===== config.mk =====
export PLATFORM = sky130hd
export DESIGN_NAME = mod107_residue_accumulator_flat
export DESIGN_NICKNAME = d
export VERILOG_FILES = /design/src/rtl/mod107_residue_accumulator_if.sv /design/src/rtl/mod107_residue_accumulator.sv /design/src/flat_wrapper.sv
export SDC_FILE = /design/constraint.sdc
export NUM_CORES = 1
export LEC_CHECK = 0
export ABC_AREA = 1
export CORE_MARGIN = 10
export CORE_UTILIZATION = 45
export DETAILED_ROUTE_END_ITERATION = 6
export PLACE_DENSITY_LB_ADDON = 0.25
export SYNTH_ARGS = -nofsm -noshare
export SYNTH_HDL_FRONTEND = slang
export SYNTH_SLANG_ARGS = --single-unit

===== constraint.sdc =====
create_clock -name clk -period 4.47 [get_ports clk]
set_clock_uncertainty 0.1 [all_clocks]
set_input_delay 0.894 -clock clk [delete_from_list [all_inputs] [get_ports clk]]
set_output_delay 0.894 -clock clk [all_outputs]
set_load 0.02 [all_outputs]

===== src/rtl/mod107_residue_accumulator_if.sv =====
// ============================================================================
// Module : mod107_residue_accumulator_if
// Brief  : Term-in / residue-out handshake bundle for the mod-107 accumulator
// Rev    : 1.0  initial release
// ============================================================================
`default_nettype none

interface mod107_residue_accumulator_if #(
   parameter int RES_W = 7
);
   logic             s_valid;
   logic             s_ready;
   logic [RES_W-1:0] s_term;
   logic             m_valid;
   logic             m_ready;
   logic [RES_W-1:0] m_residue;
   logic             m_err;

   modport master (
      output s_valid, s_term, m_ready,
      input  s_ready, m_valid, m_residue, m_err
   );

   modport slave (
      input  s_valid, s_term, m_ready,
      output s_ready, m_valid, m_residue, m_err
   );
endinterface

`default_nettype wire


===== src/rtl/mod107_residue_accumulator.sv =====
// ============================================================================
// Module : mod107_residue_accumulator
// Brief  : Sums NUM_TERMS partial residues modulo MODULUS per operand frame
// Rev    : 1.0  initial release
// ============================================================================
`default_nettype none

module mod107_residue_accumulator #(
   parameter int MODULUS   = 107,
   parameter int RES_W     = 7,
   parameter int NUM_TERMS = 50,
   parameter int CNT_W     = 6
) (
   input  wire logic clk,
   input  wire logic rst_n,
   mod107_residue_accumulator_if.slave bus,
   output logic      o_busy
);

   localparam logic [RES_W-1:0] c_MOD      = RES_W'(MODULUS);
   localparam logic [RES_W:0]   c_MOD_W    = (RES_W+1)'(MODULUS);
   localparam logic [CNT_W-1:0] c_LAST_CNT = CNT_W'(NUM_TERMS - 1);

   typedef enum logic [1:0] {
      S_IDLE  = 2'd0,
      S_ACCUM = 2'd1,
      S_DONE  = 2'd2
   } state_t;

   state_t           r_state;
   logic [RES_W-1:0] r_acc;
   logic [CNT_W-1:0] r_cnt;
   logic             r_err;
   logic             r_s_ready;
   logic             r_m_valid;
   logic [RES_W-1:0] r_m_residue;
   logic             r_m_err;
   logic             r_busy;

   logic             w_fire;
   logic             w_oor;
   logic [RES_W-1:0] w_term;
   logic [RES_W:0]   w_sum;
   logic [RES_W:0]   w_sum_red;
   logic [RES_W-1:0] w_acc_next;
   logic             w_err_next;
   logic             w_last;

   assign w_fire     = bus.s_valid && r_s_ready;
   assign w_oor      = (bus.s_term >= c_MOD);
   assign w_term     = w_oor ? (bus.s_term - c_MOD) : bus.s_term;
   // acc and term are both below MODULUS, so one conditional subtract reduces the sum
   assign w_sum      = {1'b0, r_acc} + {1'b0, w_term};
   assign w_sum_red  = (w_sum >= c_MOD_W) ? (w_sum - c_MOD_W) : w_sum;
   assign w_acc_next = w_sum_red[RES_W-1:0];
   assign w_err_next = r_err | w_oor;
   assign w_last     = (r_cnt == c_LAST_CNT);

   // acc, cnt and err are zero in IDLE, so the first term shares the ACCUM datapath
   always_ff @(posedge clk or negedge rst_n) begin
      if (!rst_n) begin
         r_state     <= S_IDLE;
         r_acc       <= '0;
         r_cnt       <= '0;
         r_err       <= 1'b0;
         r_s_ready   <= 1'b1;
         r_m_valid   <= 1'b0;
         r_m_residue <= '0;
         r_m_err     <= 1'b0;
         r_busy      <= 1'b0;
      end else begin
         case (r_state)
            S_IDLE, S_ACCUM: begin
               if (w_fire) begin
                  r_acc <= w_acc_next;
                  r_cnt <= r_cnt + 1'b1;
                  r_err <= w_err_next;
                  if (w_last) begin
                     r_state     <= S_DONE;
                     r_s_ready   <= 1'b0;
                     r_m_valid   <= 1'b1;
                     r_m_residue <= w_acc_next;
                     r_m_err     <= w_err_next;
                     r_busy      <= 1'b0;
                  end else begin
                     r_state <= S_ACCUM;
                     r_busy  <= 1'b1;
                  end
               end
            end
            S_DONE: begin
               if (bus.m_ready) begin
                  r_state   <= S_IDLE;
                  r_acc     <= '0;
                  r_cnt     <= '0;
                  r_err     <= 1'b0;
                  r_s_ready <= 1'b1;
                  r_m_valid <= 1'b0;
               end
            end
            default: begin
               r_state   <= S_IDLE;
               r_acc     <= '0;
               r_cnt     <= '0;
               r_err     <= 1'b0;
               r_s_ready <= 1'b1;
               r_m_valid <= 1'b0;
               r_busy    <= 1'b0;
            end
         endcase
      end
   end

   assign bus.s_ready   = r_s_ready;
   assign bus.m_valid   = r_m_valid;
   assign bus.m_residue = r_m_residue;
   assign bus.m_err     = r_m_err;
   assign o_busy        = r_busy;

endmodule

`default_nettype wire

===== src/flat_wrapper.sv =====
// flat-port wrapper written by rule: the top's interface ports become plain ports
module mod107_residue_accumulator_flat 
#(
   parameter int MODULUS   = 107,
   parameter int RES_W     = 7,
   parameter int NUM_TERMS = 50,
   parameter int CNT_W     = 6
)
  (clk, rst_n, o_busy, bus_s_valid, bus_s_term, bus_m_ready, bus_s_ready, bus_m_valid, bus_m_residue, bus_m_err);
  mod107_residue_accumulator_if #(.RES_W(RES_W)) bus_i ();
  input  wire logic clk;
  input  wire logic rst_n;
  output logic o_busy;
  input wire logic [$bits(bus_i.s_valid)-1:0] bus_s_valid;
  input wire logic [$bits(bus_i.s_term)-1:0] bus_s_term;
  input wire logic [$bits(bus_i.m_ready)-1:0] bus_m_ready;
  output wire logic [$bits(bus_i.s_ready)-1:0] bus_s_ready;
  output wire logic [$bits(bus_i.m_valid)-1:0] bus_m_valid;
  output wire logic [$bits(bus_i.m_residue)-1:0] bus_m_residue;
  output wire logic [$bits(bus_i.m_err)-1:0] bus_m_err;
  assign bus_i.s_valid = bus_s_valid;
  assign bus_i.s_term = bus_s_term;
  assign bus_i.m_ready = bus_m_ready;
  assign bus_s_ready = bus_i.s_ready;
  assign bus_m_valid = bus_i.m_valid;
  assign bus_m_residue = bus_i.m_residue;
  assign bus_m_err = bus_i.m_err;
  mod107_residue_accumulator #(.MODULUS(MODULUS), .RES_W(RES_W), .NUM_TERMS(NUM_TERMS), .CNT_W(CNT_W)) u_core (.clk(clk), .rst_n(rst_n), .bus(bus_i), .o_busy(o_busy));
endmodule

# After elaboration in Yosys (flattened, before gate mapping)
# Cells that the tools add are included.
# op_classes
n_eq_ne	6
reduce_logical	7
shift	0
mul	0
mux	25
n_div	0
bitwise	2
add_sub_neg	4
order_cmp	2
# op_table
operator	count
$mux W7	4
$pmux W7 S2	1
$sub A7 B7 Y7 const B	2
$mux W6	2
$pmux W6 S2	1
$mux W1	9
$add A7 B7 Y8	1
$ge A8 B7 Y1 const B	1
$pmux W1 S2	4
$ge A7 B7 Y1 const B	1
$add A6 B1 Y6 const B	1
$eq A6 B6 Y1 const B	1
$mux W2	3
$reduce_and A3 Y1	2
$ne A2 B1 Y1 const B	2
$pmux W2 S2	1
$reduce_and A2 Y1	2
$eq A2 B1 Y1 const B	1
$eq A2 B2 Y1 const B	1
$logic_not A2 Y1	1
$ne A2 B2 Y1 const B	1
$reduce_or A2 Y1	1
$logic_and A1 B1 Y1	1
$not A1 Y1	1
$or A1 B1 Y1	1
# totals
ramBits	0
elab_cells	55
memories	0
in_bits	11
mem_bits_ro	0
out_inout_bits	11
latchBits	0
register_bits	27

# Longest topological paths before layout
# depth
ltp_word	7
mapped_depth	24
depth_no_buf	24

# Worst setup path before layout
# Ideal clock, no wire load.
# synth_timing
path_type	input to register
startpoint	input port bus_s_term[2]
endpoint	register u_core.r_acc[6]
arrival_ns	3.313
n_path_buf	0
setup_ns	0.118
slack_ns	0.940
required_ns	4.252
cell_stages	20
path_cell_list	inv_1 > nand2_1 > nand2_1 > nand2_1 > a31oi_1 > nor2_1 > inv_1 > o21ai_0 > inv_1 > fa_1 > inv_1 > ha_1 > inv_1 > nand2_1 > nand3_1 > nand2_1 > and2_1 > or2_1 > nand3_1 > nand2_1
# synth_via
elab_chain_cells	7
elab_cells_between_ends	9
classes_between	add/sub (3); order compare (2); mux (4)
# synth_lines
item	line_no	source
from (decl)	flat_wrapper.sv:15	input wire logic [$bits(bus_i.s_term)-1:0] bus_s_term;
$sub A7 B7 Y7 / $ge A7 B7 Y1 (equally long branches)	mod107_residue_accumulator.sv:51, mod107_residue_accumulator.sv:50	
$mux W7 *	mod107_residue_accumulator.sv:51	assign w_term = w_oor ? (bus.s_term - c_MOD) : bus.s_term;
$add A7 B7 Y8 *	mod107_residue_accumulator.sv:53	assign w_sum = {1'b0, r_acc} + {1'b0, w_term};
$sub A7 B7 Y7 / $ge A8 B7 Y1 (equally long branches)	mod107_residue_accumulator.sv:54	assign w_sum_red = (w_sum >= c_MOD_W) ? (w_sum - c_MOD_W) : w_sum;
$mux W7 *	mod107_residue_accumulator.sv:54	
$mux W7 *	mod107_residue_accumulator.sv:74	if (w_fire) begin
$pmux W7 S2 *	mod107_residue_accumulator.sv:72	case (r_state)
to (signal assigned)	mod107_residue_accumulator.sv:75	r_acc <= w_acc_next;
to (decl)	mod107_residue_accumulator.sv:31	logic [RES_W-1:0] r_acc;
# Mark *: on every way between the ends. The rest lies on a longest branch, timed or not. The select of a mux whose other input is x is not followed.
# A chain may end at the register's enable or synchronous reset.

# Worst setup path after layout
# layout_timing
startpoint	input port bus_s_term[0]
endpoint	register u_core.r_m_residue[6] (netlist: u_core.bus.m_residue[6])
# layout_via
elab_chain_cells	5
elab_cells_between_ends	7
classes_between	add/sub (3); order compare (2); mux (2)
# layout_lines
item	line_no	source
$sub A7 B7 Y7 / $ge A7 B7 Y1 (equally long branches)	mod107_residue_accumulator.sv:51, mod107_residue_accumulator.sv:50	
$mux W7 *	mod107_residue_accumulator.sv:51	
$add A7 B7 Y8 *	mod107_residue_accumulator.sv:53	
$sub A7 B7 Y7 / $ge A8 B7 Y1 (equally long branches)	mod107_residue_accumulator.sv:54	
$mux W7 *	mod107_residue_accumulator.sv:54	
to (signal assigned)	mod107_residue_accumulator.sv:82	r_m_residue <= w_acc_next;
to (decl)	mod107_residue_accumulator.sv:36	logic [RES_W-1:0] r_m_residue;
# Mark *: on every way between the ends. The rest lies on a longest branch, timed or not.

==> impl_metrics.py <==
metrics = {
    "global_routing": {
        "grt_pass1_wl_mm": 6.93,
        "grt_start_max_net_pins": 28,
        "antenna_found_initial": 0,
        "overflow": 0,
        "grt_usage_pct": 11.4,
        "grt_pass1_vias": 1565,
    },
    "sta": {
        "finalMaxSlewViolations": 0,
        "period_minus_slack_ns": 4.01,
        "fmax_ghz": 0.249,
        "layout_setup_ws_ns": 0.455,
        "worst_slew_pin_slew_ns": 0.644,
        "timing.final.crit_share_pct": 89.8,
        "finalSetupViolCount": 0,
        "setup_tns_ns": 0,
        "rsz0062_at_grt": "no",
        "finalHoldViolCount": 0,
        "slew_headroom_pct": 56.9,
    },
    "setup_path": {
        "cpPeakStageDelay_ns": 0.56,
        "crit_chain": "clkdlybuf4s50_1 -> nand2_1 -> nand2_1 -> nand2_1 -> nand2_1 -> a31oi_1 -> nor2_2 -> inv_1 -> o21ai_0 -> inv_1 -> fa_1 -> inv_1 -> ha_1 -> inv_1 -> nand2_1 -> nand3_1 -> nand2_1 -> and2_1 -> or2_1 -> nand3_1 -> nand2_1",
        "critPathCaptureType": "flop",
        "path_delay_family": "simple AND/OR/NAND/NOR gates",
        "crit_path_frequent_cell": "nand2_1",
        "criticalPathCategory": "input pin to flop",
        "critPathBufInv": 5,
        "cp.arrival_ns": 4.08,
        "crit_path_start_kind": "input pin",
        "required_ns": 4.54,
        "crit_slowest_cell": "fa_1",
        "cp_max_fo": 5,
    },
    "cells_and_area": {
        "fillers": 400,
        "final_area_mm2": 0.00219,
        "drive_gt1_share_pct": 7.91,
        "area_delta_synth_final_pct": 16.9,
        "nNetsFinal": 304,
        "diodes": 0,
        "stdcell_count": 328,
        "final_util_pct": 54.7,
    },
    "clocking": {
        "clk_path_buf_depth": 2,
        "cts_buffers": 3,
        "htree_levels": 1,
        "path_clk_slew_ns": 0.09,
        "clock_latency_ns": 0.27,
        "cts_tree": "yes",
        "cts_root_buf": "clkbuf_8",
        "cts.sinks": 27,
        "postCtsHoldBufs": 0,
    },
    "synthesis": {
        "synth_enable_flop_cells": 0,
        "yosysMostFrequentCell": "nand2_1",
        "yosysUniqueCellTypes": 36,
        "synthXorXnorAreaFrac_pct": 4.61,
        "netlist_area_mm2": 0.00187,
        "yosys-top-cells-area": "dfrtp_1 35%, nand2_1 17%, ha_1 8.7%",
        "synth_compound_area_share_pct": 7.75,
        "synth.avg_cell_area_um2": 7.37,
        "synthSimpleGateAreaFrac_pct": 33.7,
        "ys_ff_latch": 27,
        "synthAdderAreaFrac_pct": 9.76,
        "yosys_warnings": 0,
        "synth_top_family_by_area": "simple AND/OR/NAND/NOR gates",
        "synth_common_cells": "86 x nand2_1, 33 x inv_1, 26 x dfrtp_1",
        "synthesis.nets": 279,
        "synth-seq-area-share_pct": 36.2,
        "synth_cells": 254,
        "ys.flop_type": "dfrtp_1",
        "async_reset_ff_share_pct": 100,
        "muxShareOfSynthArea_pct": 0,
        "synth_top_area_cell": "dfrtp_1",
        "synth_top_area_share_pct": 34.8,
    },
    "die": {
        "fp.coreArea_mm2": 0.00400,
        "die_area_mm2": 0.00714,
        "io_pins": 22,
        "start_util_pct": 46.8,
        "fp.dieH_um": 84.5,
        "die_x_um": 84.5,
        "row_count": 23,
    },
    "placed_design": {
        "dp_hpwl_mm": 3.14,
        "dpl_cell_area_mm2": 0.00214,
        "placed_cells": 324,
        "port_buffers": 21,
        "place.gp.congestion": 0.868,
        "dp_slack_ns": 0.0562,
    },
    "power": {
        "powerDensity_mw_per_mm2": 704,
        "max-vdd-ir-drop_uv": 365,
        "leakagePower_nw": 1.18,
    },
    "routing": {
        "drt-wirelength-per-cell_um": 12.2,
        "wirelength_mm": 4.00,
        "drc_errors": 0,
        "detail_route.vias_per_cell": 4.89,
        "detail-route-antenna-nets": 0,
        "drt-initial-drc-count": 65,
        "vias": 1603,
        "dr.pass1.iters": 4,
    },
    "status": {
        "status": "finished clean",
    },
    "min_path": {
        "hold_path_class": "flop to flop",
    },
    "job": {
        "drv_cap": 0,
    },
}
what timing repair did:
action                     in CTS  in global routing
setup buffers                   0                  0
resized for setup               0                  1
setup endpoints to repair       0                  5
per-stage QoR:
stage                     hold WS [ns]  total power, mW
after detailed placement         0.366             1.41
after global placement           0.364             1.40
final                            0.382             1.54
after floorplan                  0.355             1.17
after global routing             0.400             1.73
after CTS                        0.387             1.56
metal layers:
layer	global-route usage, %	vias to the layer above	part of all wire [%]
met5	0	-	0
met4	2.25	0	0.55
met3	3.09	2	3.7
met2	19.6	14	49
met1	13.8	738	46
li1	-	849	-
final timing paths:
| check | start | end | slack [ns] | cells past startpoint |
|---|---|---|---|---|
| worst max-delay path | bus_s_term[0] | u_core.bus.m_residue[6] | 0.46 | 21 |
| worst min-delay path | u_core.bus.s_ready | u_core.bus.s_ready | 0.38 | 2 |
| worst max register to register | u_core.r_acc[0] | u_core.bus.m_residue[6] | 2.01 | 13 |
| worst min register to register | u_core.bus.s_ready | u_core.bus.s_ready | 0.38 | 2 |
| max in group asynchronous | rst_n | u_core.bus.s_ready | 3.07 | 2 |
| min in group asynchronous | rst_n | u_core.r_acc[1] | 0.90 | 2 |
registers in the layout, summed over array words and instances (netlist names):
register and cells:
u_core.bus.m_err 1, u_core.bus.m_residue 7, u_core.r_state 2, u_core.o_busy 1, u_core.bus.m_valid 1, u_core.r_err 1, u_core.r_acc 7, u_core.r_cnt 6
u_core.bus.s_ready 1
worst register-to-register path: cells and delay by family (launching register included):
kind          cells  cell delay (ns)
fa+ha+maj         3             0.92
buf+inv           3             0.17
flops             1             0.38
simple gates      7             0.79
area by class of cell:
class                           count  area [um2]  area share [%]
Multi-Input combinational cell    189        1050            47.9
Sequential cell                    27         677            30.9
Timing Repair Buffer               22         218            9.95
Inverter                           36         135            6.17
Tap cell                           50        62.6            2.86
Clock buffer                        3        41.3            1.89
Clock inverter                      1        7.51           0.343
report_power, final:
group          switching (mW)  internal, mW  total, mW
registers              0.0743         0.349      0.423
logic                   0.596         0.382      0.978
clock network          0.0768        0.0633      0.140
placed cells by master, fill, tap and decap left out, types with 3 or more instances in the layout:
| cell type | n |
|---|---|
| dfrtp_1 | 26 |
| nor3_1 | 4 |
| o21ai_0 | 9 |
| inv_2 | 3 |
| clkbuf_8 | 3 |
| ha_1 | 13 |
| xor2_1 | 8 |
| a21oi_1 | 6 |
| inv_1 | 33 |
| nand3_1 | 25 |
| nor2_1 | 11 |
| nand2_2 | 5 |
| clkdlybuf4s50_1 | 21 |
| nand2_1 | 86 |
kinds of logic (layout without fill, tap and decap cells):
| family | after synthesis | after routing |
|---|---|---|
| fa+ha+maj | 14 | 14 |
| compound gates | 24 | 24 |
| flops | 27 | 27 |
| simple gates | 142 | 142 |
| xor+xnor | 9 | 9 |
| buf+inv | 38 | 62 |
Note: power is estimated with default switching activity, not from simulation.
